[config.mk]
export PLATFORM = sky130hd
export DESIGN_NAME = accum_diff
export DESIGN_NICKNAME = d
export VERILOG_FILES = /design/src/rtl/accum_diff.sv
export SDC_FILE = /design/constraint.sdc
export NUM_CORES = 1
export LEC_CHECK = 0
export CAP_MARGIN = 15
export CORE_AREA = 2 2 91 67
export CTS_BUF_LIST = sky130_fd_sc_hd__clkbuf_8
export DETAILED_ROUTE_END_ITERATION = 12
export DIE_AREA = 0 0 93 69
export MAX_ROUTING_LAYER = met4
export PLACE_DENSITY = 0.81
export SLEW_MARGIN = 10
export SYNTH_ARGS = -nofsm -noshare
export SYNTH_HDL_FRONTEND = slang
export SYNTH_SLANG_ARGS = --single-unit
[constraint.sdc]
create_clock -name clk -period 4.79 [get_ports clk]
set_clock_uncertainty 0.15 [all_clocks]
set_input_delay 0.958 -clock clk [delete_from_list [all_inputs] [get_ports clk]]
set_output_delay 0.958 -clock clk [all_outputs]
set_load 0.01 [all_outputs]
[src/rtl/accum_diff.sv]
// Recovers per-beat increments from a running-sum stream, range-checks them
// and buffers the good ones in a small FIFO toward the consumer.
module accum_diff #(
    parameter int unsigned SUM_W = 11,
    parameter int unsigned INC_W = 5,
    parameter int unsigned DEPTH = 4,
    parameter int unsigned ERR_W = 8
) (
    input  logic             clk,
    input  logic             rst,
    input  logic             in_valid,
    output logic             in_ready,
    input  logic [SUM_W-1:0] in_sum,
    input  logic             resync,
    output logic             out_valid,
    input  logic             out_ready,
    output logic [INC_W-1:0] out_inc,
    output logic             err_pulse,
    output logic [ERR_W-1:0] err_cnt
);

    localparam int unsigned PTR_W = (DEPTH > 1) ? $clog2(DEPTH) : 1;
    localparam int unsigned CNT_W = PTR_W + 1;

    typedef enum logic {
        SYNC = 1'b0,
        RUN  = 1'b1
    } state_t;

    state_t             state;
    logic [SUM_W-1:0]   baseline;
    logic [INC_W-1:0]   mem [DEPTH];
    logic [PTR_W-1:0]   wr_ptr;
    logic [PTR_W-1:0]   rd_ptr;
    logic [CNT_W-1:0]   count;

    logic               full;
    logic               accept;
    logic               pop;
    logic               push;
    logic               range_err;
    logic               in_range;
    logic [SUM_W-1:0]   diff;

    // Modulo subtraction makes a rollover of the upstream sum come out as a small diff.
    assign diff      = in_sum - baseline;
    assign in_range  = (diff >> INC_W) == '0;

    assign full      = (count == CNT_W'(DEPTH));
    assign in_ready  = !rst && !resync && ((state == SYNC) || !full);
    assign accept    = in_valid && in_ready;
    assign out_valid = (count != '0);
    assign pop       = out_valid && out_ready && !resync;
    assign push      = accept && (state == RUN) && in_range;
    assign range_err = accept && (state == RUN) && !in_range;
    assign out_inc   = out_valid ? mem[rd_ptr] : '0;

    // Control, pointers and error accounting.
    always_ff @(posedge clk or posedge rst) begin
        if (rst) begin
            state     <= SYNC;
            baseline  <= '0;
            wr_ptr    <= '0;
            rd_ptr    <= '0;
            count     <= '0;
            err_pulse <= 1'b0;
            err_cnt   <= '0;
        end else if (resync) begin
            state     <= SYNC;
            wr_ptr    <= '0;
            rd_ptr    <= '0;
            count     <= '0;
            err_pulse <= 1'b0;
        end else begin
            err_pulse <= range_err;
            if (range_err && (err_cnt != {ERR_W{1'b1}})) begin
                err_cnt <= err_cnt + ERR_W'(1);
            end
            if (accept) begin
                baseline <= in_sum;
                state    <= RUN;
            end
            if (push) begin
                wr_ptr <= wr_ptr + PTR_W'(1);
            end
            if (pop) begin
                rd_ptr <= rd_ptr + PTR_W'(1);
            end
            if (push && !pop) begin
                count <= count + CNT_W'(1);
            end else if (pop && !push) begin
                count <= count - CNT_W'(1);
            end
        end
    end

    // Storage needs no reset; out_inc is masked while the FIFO is empty.
    always_ff @(posedge clk) begin
        if (push) begin
            mem[wr_ptr] <= diff[INC_W-1:0];
        end
    end

endmodule

Yosys cells after proc, flatten, opt, wreduce, memory -nomap -nowiden

Memory sizes are Yosys's and may differ from the RTL's.
Cells that the tools add are included.

$add $sub $neg: 6
Equal/unequal tests: 2
Mux-type cells: 13
Bitwise logic cells: 2
Reduce and logical (&&, ||, !) cells: 26

Operators by type and width:

| operator              | count |
|---|---|
| $logic_and A1 B1 Y1   | 11 |
| $logic_not A11 Y1     | 1 |
| $sub A11 B11 Y11      | 1 |
| $mux W3               | 3 |
| $add A8 B1 Y8 const B | 1 |
| $mux W2               | 4 |
| $ne A8 B8 Y1 const B  | 1 |
| $logic_not A1 Y1      | 6 |
| $reduce_bool A2 Y1    | 3 |
| $reduce_bool A3 Y1    | 2 |
| $mux W1               | 5 |
| $mux W5               | 1 |
| $add A2 B1 Y2 const B | 2 |
| $reduce_and A2 Y1     | 2 |
| $add A3 B1 Y3 const B | 1 |
| $eq A3 B3 Y1 const B  | 1 |
| $sub A3 B1 Y3 const B | 1 |
| $not A1 Y1            | 2 |
| $logic_or A1 B1 Y1    | 1 |

Bits in registers: 28
Memory bits (writable): 20
Output and inout bits: 16
Word-level logic and storage cells: 57
Memories kept: 1

Memory list:

| name | words | bits a word | read ports | clocked after memory_dff | write ports | line | source |
|---|---|---|---|---|---|---|---|
| mem  | 4     | 5           | 1          | 0                        | 1           | 32   | `logic [INC_W-1:0] mem [DEPTH];` |

Logic depth before layout (Yosys ltp)

Word-level depth: 12
Mapped depth: 15
Mapped depth without buffers: 15

Worst setup path before layout

Ideal clock, no wire load.

Path kind: input port to flip-flop
From: input in_sum[5]
To: register count[1]
Library setup time: 0.065 ns
Data arrival time: 4.138 ns
Path slack: 0.438 ns
Stages on the path: 13
Path through: ha_1 buf_4 o211ai_1 a211o_1 a311oi_2 a21boi_1 or4b_4 nor3b_4 and2_1 fa_1 or3_1 a211o_1 nand2_1

Longest elaborated chain between the ends: 6

Ends and longest elaborated chain:

| item                                                           | line   | source |
|---|---|---|
| start, declared                                                | 13     | `input logic [SUM_W-1:0] in_sum,` |
| $sub A11 B11 Y11 *                                             | 46     | `assign diff = in_sum - baseline;` |
| $logic_not A11 Y1 *                                            | 47     | `assign in_range = (diff >> INC_W) == '0;` |
| $logic_and A1 B1 Y1 *                                          | 54     | `assign push = accept && (state == RUN) && in_range;` |
| $logic_and A1 B1 Y1 / $logic_not A1 Y1 (equally long branches) | 89, 91 |  |
| $mux W3 / $logic_and A1 B1 Y1 (equally long branches)          | 89, 91 |  |
| $mux W3 / $reduce_bool A3 Y1 (equally long branches)           | --     |  |
| end signal, assigned                                           | 90     | `count <= count + CNT_W'(1);` |
| end signal, assigned                                           | 92     | `count <= count - CNT_W'(1);` |
| end, declared                                                  | 35     | `logic [CNT_W-1:0] count;` |

Mark *: on every way between the ends. The rest lies on a longest branch, timed or not.
A chain may end at the register's enable or synchronous reset.

Worst setup path in the final report

From: input in_sum[7]
To: register count[1]

Same word-level chain as after synthesis.

==> summary.txt <==
Worst hold margin - 360 ps
Cell Area, Synth - 2750 sq um
R2R setup slack - 940 ps
Routed Wire Length - 5030 microns
Antenna violations before repair - 0
Synth Net Count - 279
Max_slew headroom - 0.621
Hold crit path type - reg -> reg
Buffers on Ports - 31
Share of cells above drive strength 1 - 0.153
Gate power share - 0.424
CP Launch Type - input pin
Power share of the clock group - 0.178
Total of max-cap violations - 0
Global route overflow - 0
Outcome - complete, no violations
P_sw - 0.000456 W
Leading cell types in the layout, fill and taps excluded - clkdlybuf4s50_1, dfrtp_1, inv_1
Worst-path clk slew - 90 ps
Sequential-to-total area share from yosys stat - 0.474
Setup WS post-layout - 231 ps
CTS buffer count - 5
Drt wl/cell - 13.6 microns
Synth Instances - 246
Peak supply drop - 189 uV
CP endpoint kind - flop
Arrival time worst endpoint - 4650 ps
Worst-Margin Slew - 567 ps
Largest net degree at the start of global routing - 19
Endpoints failing hold - 0
DR vias/cell - 5.35
Total die area - 6420 sq um
TritonCTS clock tree - yes
Top FF cell, synth - dfrtp_1
Die height - 69 microns
Yosys Warn Count - 0
Seq cells post-synth - 48
Pleak - 1.39 nW
Pre-CTS WS - -87.6 ps
Area growth syn-to-layout - 21.7%
Minimum clock period - 4560 ps
Slew Limit Fails - 0
Footprint of the multi-input gates - 1340 sq um
Count of cell types in the netlist - 48
Die W - 93 microns
CP required - 4880 ps
Deepest clock path buffer count - 2
Vias - 1978
Power Internal - 0.000895 W
First drt pass iteration count - 4
Period utilization - 0.952
Max Fclk - 219 MHz
Setup CP Type - in -> reg
H-tree levels - 2
Most common cell after layout, fill and taps aside - clkdlybuf4s50_1
Root Driver - clkbuf_8
PD cells - 404 nW/um^2
# nets final - 327
Post-Layout Inst Area - 3340 sq um
Core box area - 5530 sq um
Crit Path Max Fanout - 5
First-pass GRT wire length - 8690 microns
DR iter-0 viols - 128
Placer Congestion - 0.838
Top Ports - 32
Number of synthesized flops with an enable pin - 20
Post-DP HPWL - 3840 microns
Placed Area - 3250 sq um
# clock sinks - 48
Register area - 1300 sq um
Total GRT Usage - 0.175
FFs w/ async S/R, synth - 0.583
FILL cells - 465
Setup violators final - 0
Net Sw Frac - 0.337
Clk Latency, worst-skew pair - 300 ps
Syn_area_per_cell - 11.2 sq um
Sequential power share - 0.399
Initial cell density of the core - 0.497
RSZ-0062 raised after global routing - false
Vias in the first global route - 1905
Final ANT Viol Nets - 0
Core Rows - 23
Layout Cells excl Fill - 370
Ant diodes - 0
Placed Instances - 362
Drc violations - 0
Yosys cell counts, drive strengths merged (5+ instances only):
| cell | number | area share |
|---|---|---|
| dfrtp | 28 | 0.26 |
| inv | 21 | 0.029 |
| edfxtp | 20 | 0.22 |
| ha | 15 | 0.068 |
| nand2 | 15 | 0.020 |
| nor2 | 13 | 0.018 |
| mux2 | 12 | 0.051 |
| and2 | 11 | 0.025 |
| nand3 | 10 | 0.018 |
| o21ai | 10 | 0.018 |
| xnor2 | 9 | 0.029 |
| clkbuf | 7 | 0.0096 |
| nor3 | 6 | 0.011 |
| a21oi | 5 | 0.0091 |
| mux4 | 5 | 0.041 |
| nand2b | 5 | 0.011 |
metrics by stage:
stage	setup TNS, ps	power (W)	utilization
global route	0	0.00145	0.605
detailed placement	-87.6	0.00112	0.589
floorplan	0	0.000899	-
global placement	0	0.00110	0.589
CTS	0	0.00136	0.604
finish	0	0.00135	0.605
metal layers:
| metal | track usage | share of wire | vias to the layer above |
|---|---|---|---|
| met5 | - | 0 | - |
| met1 | 0.232 | 0.49 | 959 |
| met4 | 0.0539 | 0.0054 | 0 |
| met2 | 0.269 | 0.47 | 34 |
| li1 | - | - | 983 |
| met3 | 0.0393 | 0.033 | 2 |
timing repair:
item                       in CTS  in global routing
setup endpoints to repair       0                  1
buffers inserted                0                  0
gates resized for setup         0                  2
hold buffers                    0                  0
critical path, cell delays in order:
cell and delay (ps):
clkdlybuf4s50_1 420, ha_1 360, o211ai_1 140, a211o_1 320
a311oi_2 300, a21boi_1 180, or4b_4 480, nor3b_4 230
and2_1 160, fa_1 420, or3_1 360, a211o_1 270
nand2_1 60
state kept, by name (all words and copies together) (netlist names):
name	flops
count	3
mem	20
state	1
wr_ptr	2
err_pulse	1
baseline	11
rd_ptr	2
err_cnt	8
logic make-up (layout without fill, tap and decap cells):
group | count (synthesis) | in the layout | share of synthesized area
muxes | 18 | 18 | 0.0952
buffers and inverters | 29 | 78 | 0.0410
and+or+nand+nor | 79 | 79 | 0.158
AOI/OAI and AO/OA | 43 | 43 | 0.111
xor gates and xnor gates | 12 | 12 | 0.0383
adders and majority gates | 17 | 17 | 0.0829
DFF | 48 | 48 | 0.474
layout make-up:
cell class,count,area share
Timing Repair Buffer,49,0.133
Multi-Input combinational cell,169,0.400
Tap cell,75,0.0281
Sequential cell,48,0.389
Clock inverter,3,0.00524
Inverter,21,0.0236
Clock buffer,5,0.0206
worst paths after layout:
check                                        start                       to  cells past startpoint
max                                      in_sum[7]     count[1]$_DFFE_PP0P_                     13
min                        baseline[0]$_DFFE_PP0P_  baseline[0]$_DFFE_PP0P_                      2
max reg2reg                baseline[7]$_DFFE_PP0P_     count[1]$_DFFE_PP0P_                     13
min reg2reg                baseline[0]$_DFFE_PP0P_  baseline[0]$_DFFE_PP0P_                      2
max in group asynchronous                      rst        state$_DFFE_PP0P_                      3
min in group asynchronous                      rst  baseline[3]$_DFFE_PP0P_                      2
power groups by stage:
stage / Clock (W) / Sequential (W) / Combinational [W]
after floorplan: 0 / 0.000540 / 0.000359
after global placement: 0 / 0.000545 / 0.000552
after detailed placement: 0 / 0.000547 / 0.000571
after CTS: 0.000249 / 0.000538 / 0.000573
after global routing: 0.000262 / 0.000548 / 0.000638
final: 0.000240 / 0.000538 / 0.000572
Power figures use the tool's default switching activity.
